$ cat src/rtl/pxie_pkg.sv
// Shared PXIe definitions: header words, command codes,
// readback FSM states and the bus widths.
package pxie_pkg;

    localparam int DATA_W = 64;
    localparam int ADDR_W = 16;

    localparam logic [15:0] HDR_SYNC    = 16'hEB9C;
    localparam logic [15:0] CMD_READCFG = 16'h1010;
    localparam logic [15:0] CMD_ISA     = 16'h1000;
    localparam logic [15:0] CMD_SRAM    = 16'h1001;
    localparam logic [15:0] CMD_RST     = 16'h0001;
    localparam logic [15:0] CMD_TRIG    = 16'h0002;

    typedef enum logic [1:0] {
        ST_IDLE  = 2'd0,
        ST_HEAD  = 2'd1,
        ST_READ  = 2'd2,
        ST_DRAIN = 2'd3
    } c2h_state_e;

    function automatic logic [DATA_W-1:0] c2h_header(
        input logic [15:0] len,
        input logic [15:0] addr
    );
        return {HDR_SYNC, len, addr, CMD_READCFG};
    endfunction

endpackage

$ cat src/rtl/pxie_c2h_fifo.sv
// First-word-fall-through skid FIFO with occupancy count.
// Push while full is accepted only when a pop frees the slot.
module pxie_c2h_fifo #(
    parameter int DEPTH = 4,
    parameter int WIDTH = 64
) (
    input  logic                     I_PXIE_CLK,
    input  logic                     I_Rst,
    input  logic                     push,
    input  logic [WIDTH-1:0]         din,
    input  logic                     pop,
    output logic [WIDTH-1:0]         dout,
    output logic [$clog2(DEPTH):0]   count,
    output logic                     empty
);

    localparam int PW = $clog2(DEPTH);
    localparam int CW = PW + 1;

    logic [WIDTH-1:0] mem [DEPTH];
    logic [PW-1:0]    wr_ptr;
    logic [PW-1:0]    rd_ptr;
    logic             full;
    logic             do_push;
    logic             do_pop;

    assign empty   = (count == '0);
    assign full    = (count == CW'(DEPTH));
    assign do_pop  = pop && !empty;
    assign do_push = push && (!full || do_pop);
    // Head is forced to zero when empty so stale entries never leak out
    assign dout    = empty ? '0 : mem[rd_ptr];

    always_ff @(posedge I_PXIE_CLK) begin
        if (I_Rst) begin
            wr_ptr <= '0;
            rd_ptr <= '0;
            count  <= '0;
        end else begin
            if (do_push) wr_ptr <= wr_ptr + 1'b1;
            if (do_pop)  rd_ptr <= rd_ptr + 1'b1;
            if (do_push && !do_pop) begin
                count <= count + 1'b1;
            end else if (do_pop && !do_push) begin
                count <= count - 1'b1;
            end
        end
    end

    always_ff @(posedge I_PXIE_CLK) begin
        if (do_push) mem[wr_ptr] <= din;
    end

endmodule

$ cat src/rtl/pxie_c2h_reader.sv
// Card-to-host readback: header word then c2h_len RAM words,
// credit-limited so the skid FIFO absorbs all in-flight reads.
module pxie_c2h_reader
    import pxie_pkg::*;
#(
    parameter int RD_LAT     = 2,
    parameter int FIFO_DEPTH = 4,
    parameter int ADDR_STEP  = 2
) (
    input  logic              I_PXIE_CLK,
    input  logic              I_Rst,
    input  logic [15:0]       I_c2h_addr,
    input  logic [15:0]       I_c2h_len,
    input  logic              I_c2h_en,
    output logic [15:0]       O_ram_addr,
    output logic              O_ram_rden,
    input  logic [63:0]       I_ram_data,
    output logic [63:0]       O_PXIE_TX_DATA,
    output logic              O_PXIE_TX_VLD,
    input  logic              I_PXIE_TX_RDY,
    output logic              O_busy,
    output logic              O_done
);

    localparam int CW = $clog2(FIFO_DEPTH) + 1;

    c2h_state_e        state_q;
    c2h_state_e        state_d;
    logic              en_q;
    logic [15:0]       cur_q;
    logic [15:0]       rem_q;
    logic [15:0]       addr_q;
    logic [RD_LAT-1:0] vld_pipe;
    logic [2:0]        inflight;
    logic [7:0]        credit;
    logic [CW-1:0]     count;
    logic              empty;
    logic              start;
    logic              issue;
    logic              hdr_push;
    logic              done;
    logic              push;
    logic              pop;
    logic [63:0]       push_data;

    assign start = I_c2h_en && !en_q;
    assign pop   = !empty && I_PXIE_TX_RDY;

    always_comb begin
        inflight = '0;
        for (int i = 0; i < RD_LAT; i++) begin
            inflight = inflight + {2'b00, vld_pipe[i]};
        end
    end

    assign credit = 8'(count) + 8'(inflight);

    always_comb begin
        state_d  = state_q;
        issue    = 1'b0;
        hdr_push = 1'b0;
        done     = 1'b0;
        unique case (state_q)
            ST_IDLE: begin
                if (start) state_d = ST_HEAD;
            end
            ST_HEAD: begin
                hdr_push = 1'b1;
                state_d  = (rem_q == '0) ? ST_DRAIN : ST_READ;
            end
            ST_READ: begin
                if (rem_q != '0 && credit < 8'(FIFO_DEPTH)) begin
                    issue = 1'b1;
                    if (rem_q == 16'd1) state_d = ST_DRAIN;
                end
            end
            ST_DRAIN: begin
                if (inflight == '0) begin
                    if (count == CW'(1) && pop) begin
                        done    = 1'b1;
                        state_d = ST_IDLE;
                    end else if (empty) begin
                        state_d = ST_IDLE;
                    end
                end
            end
            default: state_d = ST_IDLE;
        endcase
    end

    always_ff @(posedge I_PXIE_CLK) begin
        if (I_Rst) state_q <= ST_IDLE;
        else       state_q <= state_d;
    end

    always_ff @(posedge I_PXIE_CLK) begin
        if (I_Rst) begin
            en_q     <= 1'b0;
            cur_q    <= '0;
            rem_q    <= '0;
            addr_q   <= '0;
            vld_pipe <= '0;
        end else begin
            en_q     <= I_c2h_en;
            vld_pipe <= (vld_pipe << 1) | RD_LAT'(issue);
            if (state_q == ST_IDLE && start) begin
                cur_q <= I_c2h_addr;
                rem_q <= I_c2h_len;
            end
            if (issue) begin
                addr_q <= cur_q;
                cur_q  <= cur_q + 16'(ADDR_STEP);
                rem_q  <= rem_q - 16'd1;
            end
        end
    end

    // HEAD only follows IDLE, so header and RAM returns never collide
    assign push      = hdr_push || vld_pipe[RD_LAT-1];
    assign push_data = hdr_push ? c2h_header(rem_q, cur_q) : I_ram_data;

    pxie_c2h_fifo #(
        .DEPTH (FIFO_DEPTH),
        .WIDTH (DATA_W)
    ) u_fifo (
        .I_PXIE_CLK (I_PXIE_CLK),
        .I_Rst      (I_Rst),
        .push       (push),
        .din        (push_data),
        .pop        (pop),
        .dout       (O_PXIE_TX_DATA),
        .count      (count),
        .empty      (empty)
    );

    assign O_PXIE_TX_VLD = !empty;
    assign O_ram_rden    = issue;
    assign O_ram_addr    = issue ? cur_q : addr_q;
    assign O_busy        = (state_q != ST_IDLE);
    assign O_done        = done;

endmodule

$ cat config.mk
export PLATFORM = sky130hd
export DESIGN_NAME = pxie_c2h_reader
export DESIGN_NICKNAME = d
export VERILOG_FILES = /design/src/rtl/pxie_pkg.sv /design/src/rtl/pxie_c2h_fifo.sv /design/src/rtl/pxie_c2h_reader.sv
export SDC_FILE = /design/constraint.sdc
export NUM_CORES = 1
export LEC_CHECK = 0
export CORE_MARGIN = 1.5
export CORE_UTILIZATION = 45
export CTS_CLUSTER_SIZE = 24
export DETAILED_ROUTE_END_ITERATION = 8
export HOLD_SLACK_MARGIN = 0.02
export PLACE_DENSITY = 0.73
export SLEW_MARGIN = 10
export SYNTH_ARGS = -nofsm -noshare
export SYNTH_HDL_FRONTEND = slang
export SYNTH_HIERARCHICAL = 1
export SYNTH_SLANG_ARGS = --single-unit
export TNS_END_PERCENT = 100
$ cat constraint.sdc
create_clock -name I_PXIE_CLK -period 2.65 [get_ports I_PXIE_CLK]
set_input_delay 0.265 -clock I_PXIE_CLK [delete_from_list [all_inputs] [get_ports I_PXIE_CLK]]
set_output_delay 0.265 -clock I_PXIE_CLK [all_outputs]
set_load 0.01 [all_outputs]
==> results.txt <==
----------------------------------------------------
[Outcome]
  Failing checks ... negative setup slack
  Run status ... complete, but fails checks

[Synthesis]
  Yosys top cell by area ... edfxtp_1
  Number of synthesized flops with an enable pin ... around 260
  Mean post-synth cell area ... approximately 16 µm²
  Dominant register cell in the synthesized netlist ... edfxtp_1
  Yosys warning total ... 6
  Share of synthesized flip-flops with an asynchronous set or reset ... 0
  Combined area of all synthesized cells ... ~14000 µm²
  Distinct cells, synth ... 74
  Count of state elements after synthesis ... around 320
  Post-synth net total ... just under 1000
  Sequential share of the synthesized area ... 0.647
  Area share of the largest cell type after synthesis ... 0.557
  Largest cells by area after synthesis ... edfxtp_1, mux4_2, dfxtp_1
  Gate count after technology mapping ... 867

[Drt]
  Overall routed net length ... roughly 33000 µm
  Vias per inst ... roughly 5.6
  Via Count ... around 8400
  Antenna viol nets, final ... 0
  Count of unresolved DRC violations after routing ... 0
  DR WL/cell ... 21.7 µm
  Initial DRC Count ... 640
  First-pass detailed-route iteration total ... 5

[Timing]
  Total Neg Setup Slack ... -0.0154 ns
  Unrepaired setup endpoints after global routing ... yes
  Worst setup slack after layout ... -0.0124 ns
  Total count of max-transition violations in the final report ... 0
  Setup skew after layout ... 0.0121 ns
  Post-layout minimum cycle time ... roughly 2.7 ns
  Achievable Freq ... around 380 MHz
  Final setup viols ... 2
  Relative slew margins ... 0.404
  Portion of the clock cycle consumed by the worst path in the final layout ... 1.00
  Hold violation total from the final report ... 0
  Tightest Pin Transition ... approximately 0.89 ns

[CTS]
  Hold_buf cts ... 0
  Maximum buffer depth of the clock tree ... 3
  Number of clock sinks ... between 300 and 400
  Max H-tree Level ... 2
  CTS Root Buffer Type ... clkbuf_16
  Clock buffers created by TritonCTS ... 35
  CTS tree ... yes
  Worst-Skew Late Latency ... 0.51 ns
  Clk pin slew, worst setup/hold paths ... around 0.06 ns

[Floorplanning]
  Horizontal die dimension ... ~180 µm
  DIE AREA ... approximately 32000 µm²
  Standard-cell row count ... 63
  CORE AREA ... 29900 µm²
  I/O pin cnt ... between 150 and 200
  Die Y-Extent ... roughly 180 µm
  Effective utilization at floorplan ... 0.462

[Placement]
  Gpl congestion ... approximately 0.89
  Post-detail-place hpwl ... around 20000 µm
  Total placed instance area ... between 15000 and 20000 µm²
  Number of input and output port buffers inserted ... about 180

[Cells and area]
  Post-layout nets ... 1221
  Filler Cell Count ... approximately 2200
  Reg area ... 8940 µm²
  Utilization after layout ... 0.605
  Multi-input logic area ... between 4000 and 5000 µm²
  Share of final-layout standard cells stronger than drive strength 1 ... 0.272
  Area growth from synthesis to layout ... 31.0%
  Final design instance area without fill ... approximately 18000 µm²
  Diodes inserted ... 0

[Setup path]
  End point of the critical path ... O_ram_addr[0]
  Worst Setup SP ... vld_pipe[1]
  Sort of element at the end of the critical path ... output pin
  Worst Path Required ... ~2.4 ns
  Worst R2R End ... cur_q[13]
  Sort of element at the start of the critical path ... register
  Register-to-register setup slack ... between 0.1 and 0.15 ns
  Depth of the worst register-to-register path ... 11
  Worst Setup Path Type ... register to output pin
  Worst Path Arrival ... roughly 2.4 ns
  Maximum fanout count along the critical path ... 6
  FF-to-FF Start ... vld_pipe[1]

[Global routing]
  Global route overflow ... 0
  Number of global-route vias before repair ... 8576
  Wire length of the first global-routing pass ... slightly below 50000 µm
  Maximum number of pins on one net before global-route repair ... slightly below 70
  Initial antenna violation count ... 0
  GRT Util Overall ... 0.205

[Worst hold path]
  Worst min path class ... input port to register

[Power]
  Total leakage power ... approximately 6.7 nW
  Areal power density over the cells ... 1060 nW/µm²
  Worst vdd rail ir drop ... around 650 µV

[Flow run]
  Number of max-cap violations ... 0

----------------------------------------------------
critical path, cell delays in order, from the launching register on:
cell      delay [ns]
dfxtp_4         0.36
ha_4            0.16
ha_4            0.22
a311oi_4        0.25
and2_4          0.31
nand2_8         0.13
mux2_4          0.34
buf_6           0.13
cells in the final DEF, fill, tap and decap left out, types with 8 or more instances in the layout:
master           synthesis  final
mux2_2                  38     34
o21ai_0                 19     15
or2_2                   14     14
buf_4                    2     44
nor2b_1                 93     92
buf_6                   11     14
clkbuf_16                0     39
mux2_4                   4     13
nand2_1                 20     19
inv_1                   17     15
nor4_1                  11     11
mux4_2                  64     64
a21oi_1                 20     20
nor3_1                  20     20
dlymetal6s2s_1           0     37
nor2_1                  28     27
dfxtp_1                 62     57
edfxtp_1               256    256
ha_1                    15     10
and2b_1                  9      9
nand3_1                 11     11
buf_12                   0     17
a311oi_1                 9      8
clkdlybuf4s50_1          0    114
dlygate4sd2_1            0     14
metal layers:
layer / GRT usage / up-vias / wire length, µm
met3: 0.0416 / 39 / 2390
met2: 0.339 / 345 / 16100
met1: 0.281 / 4233 / 14000
met4: 0.0452 / 0 / 525
li1: - / 3832 / -
met5: 0 / - / 0
cell families after synthesis:
family	count (synthesis)	share of synthesized area
xor gates and xnor gates	4	0.00254
DFF	318	0.647
buffers and inverters	70	0.0276
adders and majority gates	16	0.0150
muxes	117	0.148
and+or+nand+nor	252	0.113
AOI/OAI and AO/OA	90	0.0466
per-stage QoR:
step                      setup WS (ns)  hold slack, ns  power, W  cells
final                           -0.0124           0.327    0.0192   1519
after global routing            -0.0803           0.348    0.0202   1519
after CTS                       -0.0348           0.315    0.0192   1511
after detailed placement        -0.0231           0.464    0.0140   1439
after global placement           0.0241           0.459    0.0139   1439
after floorplan                  0.0361           0.393    0.0110    867
where the power goes:
part           leakage, nW  switching, W  internal, W  total, W
combinational         3.29       0.00371      0.00349   0.00721
clock                0.576       0.00188      0.00312   0.00500
sequential            2.84      0.000447      0.00658   0.00703
area by class of cell:
cell class | count | share of cell area
sequential | 318 | 0.495
multi-input combinational | 481 | 0.259
timing repair buffer | 250 | 0.149
clock buffer | 45 | 0.0546
tap | 390 | 0.0270
clock inverter | 16 | 0.0119
inverter | 19 | 0.00394
timing repair:
action	in CTS	in global routing
endpoints found under the setup margin	77	64
pin swaps	7	10
gates resized for setup	113	59
gates cloned	2	2
setup buffers	9	6
Yosys cell counts, types with 3 or more instances:
cell type  number
inv_1          17
or3_1           5
o21ai_1         4
ha_1           15
mux4_2         64
mux2_1          5
mux2_2         38
mux2_4          4
buf_6          11
nor2b_1        93
edfxtp_1      256
nand3_1        11
or2_2          14
dfxtp_1        62
a311oi_1        9
nand2_1        20
nor4_1         11
nor4_2          3
nor3_1         20
nor2_1         28
xor2_1          4
clkbuf_1       23
a32oi_1         3
a31oi_1         7
mux2i_1         6
and2_2          5
nand2b_1        6
and2b_1         9
a21oi_1        20
buf_2          12
o21ai_0        19
and3_1          7
sequential cells by signal, summed over array words and instances (netlist names), named ones only:
name,flops
addr_q,16
cur_q,16
en_q,1
rem_q,16
state_q,2
u_fifo/count,3
u_fifo/mem,256
u_fifo/rd_ptr,2
u_fifo/wr_ptr,2
vld_pipe,2
worst min path at each step:
stage,cells after the start,slack (ns),end,startpoint
global placement,2,0.46,vld_pipe[1],vld_pipe[0]
finish,2,0.33,u_fifo/count[0],I_Rst
global route,3,0.35,cur_q[6],I_c2h_addr[6]
detailed placement,2,0.46,vld_pipe[1],vld_pipe[0]
CTS,2,0.32,u_fifo/count[0],I_Rst
floorplan,1,0.39,en_q,I_c2h_en
Power figures use the tool's default switching activity.
